<file path="config.mk">
export PLATFORM = sky130hd
export DESIGN_NAME = decode_stage
export DESIGN_NICKNAME = d
export VERILOG_FILES = /design/src/rtl/decode_stage.sv
export SDC_FILE = /design/constraint.sdc
export NUM_CORES = 2
export LEC_CHECK = 0
export ABC_AREA = 1
export CAP_MARGIN = 20
export CORE_MARGIN = 3
export CORE_UTILIZATION = 38
export DETAILED_ROUTE_END_ITERATION = 8
export HOLD_SLACK_MARGIN = 0.15
export PLACE_DENSITY = 0.62
export SYNTH_ARGS = -nofsm -noshare
export SYNTH_HDL_FRONTEND = slang
export SYNTH_SLANG_ARGS = --single-unit
</file>
<file path="constraint.sdc">
create_clock -name clk -period 0.95 [get_ports clk]
set_input_delay 0.19 -clock clk [delete_from_list [all_inputs] [get_ports clk]]
set_output_delay 0.19 -clock clk [all_outputs]
set_load 0.01 [all_outputs]
</file>
<file path="src/rtl/decode_stage.sv">
// Purpose: MIPS ID stage. Decodes control fields, owns the 32x32 register file, and registers the results into the ID/EX latch.
// Latency: 1 cycle from if_id_* to id_ex_*. The register file reads combinationally; writes commit on the rising edge.
// Backpressure: none. The latch captures every cycle, and a branch-taken flush turns the captured control fields into a bubble.
// Optional feature: `DECODE_REGFILE_BYPASS_EN enables write-through forwarding from MEM/WB into same-cycle reads.
module decode_stage #(
  parameter int NUM_REGS = 32,
  parameter int DATA_W   = 32
) (
  input  logic              clk,
  input  logic              rst,
  input  logic [31:0]       if_id_instr,
  input  logic [31:0]       if_id_npc,
  input  logic              ex_mem_pc_src,
  input  logic              mem_wb_reg_write,
  input  logic [4:0]        mem_wb_write_reg,
  input  logic [DATA_W-1:0] mem_wb_write_data,
  output logic [1:0]        id_ex_wb,
  output logic [2:0]        id_ex_m,
  output logic [3:0]        id_ex_ex,
  output logic [31:0]       id_ex_npc,
  output logic [DATA_W-1:0] id_ex_readdat1,
  output logic [DATA_W-1:0] id_ex_readdat2,
  output logic [DATA_W-1:0] id_ex_sign_ext,
  output logic [4:0]        id_ex_instr_2016,
  output logic [4:0]        id_ex_instr_1511
);

  localparam logic [5:0] OP_RTYPE = 6'b000000;
  localparam logic [5:0] OP_LW    = 6'b100011;
  localparam logic [5:0] OP_SW    = 6'b101011;
  localparam logic [5:0] OP_BEQ   = 6'b000100;

  logic [5:0]        opcode;
  logic [4:0]        rs;
  logic [4:0]        rt;
  logic [1:0]        wb_ctl;
  logic [2:0]        m_ctl;
  logic [3:0]        ex_ctl;
  logic [DATA_W-1:0] rd_dat1;
  logic [DATA_W-1:0] rd_dat2;
  logic [DATA_W-1:0] sign_ext;
  logic              wr_en;

  logic [DATA_W-1:0] regs [NUM_REGS];

  assign opcode   = if_id_instr[31:26];
  assign rs       = if_id_instr[25:21];
  assign rt       = if_id_instr[20:16];
  assign sign_ext = {{(DATA_W-16){if_id_instr[15]}}, if_id_instr[15:0]};

  // r0 is hardwired to zero, so writes aimed at it are dropped here
  assign wr_en = mem_wb_reg_write && (mem_wb_write_reg != 5'd0);

  // Decode the opcode into the WB/M/EX control fields; unknown opcodes become a bubble
  always_comb begin
    wb_ctl = 2'b00;
    m_ctl  = 3'b000;
    ex_ctl = 4'b0000;
    case (opcode)
      OP_RTYPE: begin ex_ctl = 4'b1100; m_ctl = 3'b000; wb_ctl = 2'b10; end
      OP_LW:    begin ex_ctl = 4'b0001; m_ctl = 3'b010; wb_ctl = 2'b11; end
      OP_SW:    begin ex_ctl = 4'b0001; m_ctl = 3'b001; wb_ctl = 2'b00; end
      OP_BEQ:   begin ex_ctl = 4'b0010; m_ctl = 3'b100; wb_ctl = 2'b00; end
      default:  begin ex_ctl = 4'b0000; m_ctl = 3'b000; wb_ctl = 2'b00; end
    endcase
  end

  // Two combinational read ports; r0 always reads zero
  always_comb begin
    rd_dat1 = (rs == 5'd0) ? '0 : regs[rs];
    rd_dat2 = (rt == 5'd0) ? '0 : regs[rt];
`ifdef DECODE_REGFILE_BYPASS_EN
    // Forward the write-back value so the latch sees it at the same edge it is written
    if (wr_en && (mem_wb_write_reg == rs)) rd_dat1 = mem_wb_write_data;
    if (wr_en && (mem_wb_write_reg == rt)) rd_dat2 = mem_wb_write_data;
`endif
  end

  // Register file write port; reset clears every entry
  always_ff @(posedge clk or negedge rst) begin
    if (!rst) begin
      for (int i = 0; i < NUM_REGS; i++) regs[i] <= '0;
    end else if (wr_en) begin
      regs[mem_wb_write_reg] <= mem_wb_write_data;
    end
  end

  // ID/EX latch; a flush zeroes only the control fields, while the data fields still pass through
  always_ff @(posedge clk or negedge rst) begin
    if (!rst) begin
      id_ex_wb         <= '0;
      id_ex_m          <= '0;
      id_ex_ex         <= '0;
      id_ex_npc        <= '0;
      id_ex_readdat1   <= '0;
      id_ex_readdat2   <= '0;
      id_ex_sign_ext   <= '0;
      id_ex_instr_2016 <= '0;
      id_ex_instr_1511 <= '0;
    end else begin
      if (ex_mem_pc_src) begin
        id_ex_wb <= '0;
        id_ex_m  <= '0;
        id_ex_ex <= '0;
      end else begin
        id_ex_wb <= wb_ctl;
        id_ex_m  <= m_ctl;
        id_ex_ex <= ex_ctl;
      end
      id_ex_npc        <= if_id_npc;
      id_ex_readdat1   <= rd_dat1;
      id_ex_readdat2   <= rd_dat2;
      id_ex_sign_ext   <= sign_ext;
      id_ex_instr_2016 <= if_id_instr[20:16];
      id_ex_instr_1511 <= if_id_instr[15:11];
    end
  end

endmodule

</file>
==> results.py <==
metrics = {
    "synthesis": {
        "synth_most_common_cell": "nand2_1",
        "synth_flop_cell": "dfrtp_1",
        "yosysSeqAreaShare": 0.481,
        "synth-xor-area-share": 0,
        "syn_avg_cell_area_um2": 7.06,
        "synth_fa_ha_area_frac": 0,
        "synthMuxAreaShare": 0,
        "syn_inst": 8462,
        "ys_top_cells_by_area": "dfrtp_1 (48%), nand2_1 (21%), nand3_1 (12%)",
        "synth_common_cells": "nand2_1 (3359), nand3_1 (1374), dfrtp_1 (1149), o21ai_0 (950), clkbuf_1 (593)",
        "yosys.area_share.simple": 0.358,
        "synth_compound_area_frac": 0.103,
        "synthArstFlopShare": 1.00,
        "ys_seq_elements": 1149,
        "synth.distinct_cells": 20,
        "yosys.area.top_type_share": 0.481,
        "ys_warn_count": 0,
        "synth_edf_count": 0,
        "syn-cell-area_mm2": 0.0597,
        "synth_top_family_by_area": "simple AND/OR/NAND/NOR gates",
        "synth_area_leader_cell": "dfrtp_1",
        "syn_nets": 8567,
    },
    "clocking": {
        "cts_inserted_buffers": 135,
        "path_clk_slew_ns": 0.06,
        "cts_buffer_depth": 3,
        "cts.sinks": 1149,
        "worst_skew_pair.late_latency_ns": 0.79,
        "clockRootBuffer": "clkbuf_16",
        "tritoncts": "yes",
        "h-tree-depth": 4,
    },
    "worst_setup_path": {
        "required_ns": 0.76,
        "critPathMaxFanout": 18,
        "crit_type": "reg -> out",
        "critical_path_arrival_ns": 1.44,
        "critPathLaunchType": "register",
        "r2r_start": "regs[820]",
        "end_kind": "output pin",
        "crit_start": "id_ex_instr_1511[4]",
    },
    "global_route": {
        "overflow": 0,
        "grt_pass1_vias": 61001,
        "grt_pass1_wl_mm": 379,
        "grt.total_usage": 0.303,
        "grt_antenna_before_repair": 9,
        "grt_max_degree": 57,
    },
    "layout": {
        "fin_area_mm2": 0.0811,
        "fin_nets": 9282,
        "fillCellCount": 14379,
        "layout.cells.non_filler": 11330,
        "syn_to_final_growth_pct": 35.8,
        "drive_above_1_share": 0.228,
    },
    "timing": {
        "grt_setup_unrepaired": "true",
        "setup_viol": 217,
        "finalCriticalPeriod_ns": 1.63,
        "final.setup.worst_slack_ns": -0.676,
        "hold_violations": 1,
        "fmaxAchievable_ghz": 0.615,
        "slew_headroom": 0.522,
        "worst-slew-pin-transition_ns": 0.717,
        "whs_ns": -0.00740,
        "finalMaxSlewViolations": 0,
        "fin_crit_sh": 1.71,
        "finClkSkew_ns": 0.0383,
    },
    "placed_design": {
        "dpl.cell_count": 10875,
        "pre_cts_slack_ns": -1.07,
        "port_buffers": 251,
        "dp_hpwl_mm": 159,
        "dpl-instance-area_mm2": 0.0728,
        "place_congestion": 0.930,
    },
    "hold_path": {
        "hold_class": "in -> reg",
        "worstHoldStart": "mem_wb_write_reg[0]",
    },
    "pwr": {
        "p_switching_w": 0.0492,
        "combPwrFrac": 0.235,
        "p_leak_nw": 38.6,
        "power.density_mw_per_mm2": 1910,
        "p_seq_frac": 0.419,
        "ir_drop_mv": 1.94,
        "intPower_w": 0.106,
        "swShare": 0.318,
        "p_clk_frac": 0.346,
    },
    "routing": {
        "wl_per_cell_um": 22.7,
        "routed_wl_mm": 257,
        "viasPerCell": 5.75,
        "vias": 65107,
        "detail-route-antenna-nets": 0,
        "firstDrtPassIters": 8,
        "initialDrtViolationCount": 9070,
        "drcViolationCount": 0,
    },
    "die": {
        "dieArea_mm2": 0.162,
        "ios": 252,
        "die_w_um": 402,
        "die_h_um": 402,
        "core_area_mm2": 0.155,
        "core.rowCount": 144,
        "start_util": 0.385,
    },
    "outcome": {
        "violations": "negative hold slack, negative setup slack",
        "status": "finished with violations",
    },
    "job": {
        "maxCapViolCount": 0,
    },
}
==> registers in the layout, indices dropped and copies added (netlist names) <==
| name | flops |
|---|---|
| id_ex_ex | 3 |
| id_ex_instr_1511 | 1 |
| id_ex_wb | 2 |
| id_ex_sign_ext | 15 |
| id_ex_m | 3 |
| id_ex_instr_2016 | 5 |
| id_ex_npc | 32 |
| id_ex_readdat2 | 32 |
| regs | 1024 |
| id_ex_readdat1 | 32 |
==> layout make-up <==
class                           instances  area (um^2)  share of cell area
Clock inverter                         49          562             0.00693
Inverter                               82          375             0.00463
Clock buffer                          195         3960              0.0488
Timing Repair Buffer                 1357        14500               0.178
Tap cell                             2044         2560              0.0315
Multi-Input combinational cell       6452        30400               0.375
Sequential cell                      1149        28800               0.355
Antenna cell                            2         5.00           0.0000617
==> layer usage <==
layer	global-route usage	up-vias	part of all wire
li1	-	28914	-
met1	0.420	31264	0.40
met2	0.454	4195	0.44
met3	0.0683	734	0.12
met4	0.134	0	0.042
met5	0	-	0
==> what timing repair did <==
item | 4_1_cts | 5_1_grt
endpoints found under the setup margin | 1188 | 412
pin swaps | 421 | 348
resized for setup | 1007 | 342
cloned | 5 | 11
endpoints found under the hold margin | 1240 | 130
hold buffers | 72 | 1
buffers inserted | 59 | 88
==> stage by stage <==
step	utilization	TNS (ns)	hold slack (ns)	total power [W]
2_1_floorplan	-	-253.22	-0.106	0.0824
3_3_place_gp	0.469	-950.93	0.243	0.0965
3_5_place_dp	0.469	-984.26	0.243	0.0975
4_1_cts	0.510	-105.28	-0.000590	0.153
5_1_grt	0.523	-105.53	0.00867	0.162
6_report	0.523	-95.39	-0.00740	0.155
==> power groups by stage <==
stage,logic (W),registers [W],clock network [W]
after floorplan,0.0189,0.0635,0
after global placement,0.0315,0.0651,0
after detailed placement,0.0323,0.0652,0
after CTS,0.0339,0.0646,0.0543
after global routing,0.0403,0.0659,0.0563
final,0.0364,0.0650,0.0537
==> final timing paths <==
check                      cells after the start                  end  slack (ns)
setup / recovery                               2  id_ex_instr_1511[4]       -0.68
hold / removal                                 5            regs[247]      -0.007
setup reg to reg                               8   id_ex_readdat1[20]       -0.38
hold reg to reg                                0           regs[1010]        0.40
max in group asynchronous                      4    id_ex_readdat1[5]        0.20
min in group asynchronous                      3             regs[85]        0.03
==> critical path: stages (launching register included) <==
cell,delay (ns)
dfrtp_1,0.39
buf_12,0.14
buf_2,0.14
==> cells by family (layout without fill, tap and decap cells) <==
logic type,count (synthesis),count (layout)
other cells,0,2
simple gates,5219,5219
flops,1149,1149
compound gates,1233,1233
buf+inv,861,1683
==> cell usage in the layout, fill, tap and decap left out, drive strengths merged <==
master | Yosys | final
a21oi | 257 | 257
buf | 186 | 1190
bufinv | 0 | 9
clkbuf | 593 | 208
clkdlybuf4s50 | 0 | 81
clkinv | 6 | 31
clkinvlp | 0 | 5
dfrtp | 1149 | 1149
diode | 0 | 2
dlygate4sd2 | 0 | 1
dlygate4sd3 | 0 | 69
dlymetal6s4s | 0 | 3
inv | 76 | 86
nand2 | 3359 | 3359
nand3 | 1374 | 1374
nand4 | 1 | 1
nor2 | 469 | 469
nor3 | 12 | 12
nor3b | 1 | 1
nor4 | 3 | 3
o21ai | 976 | 976
(Power assumes the default switching activity.)
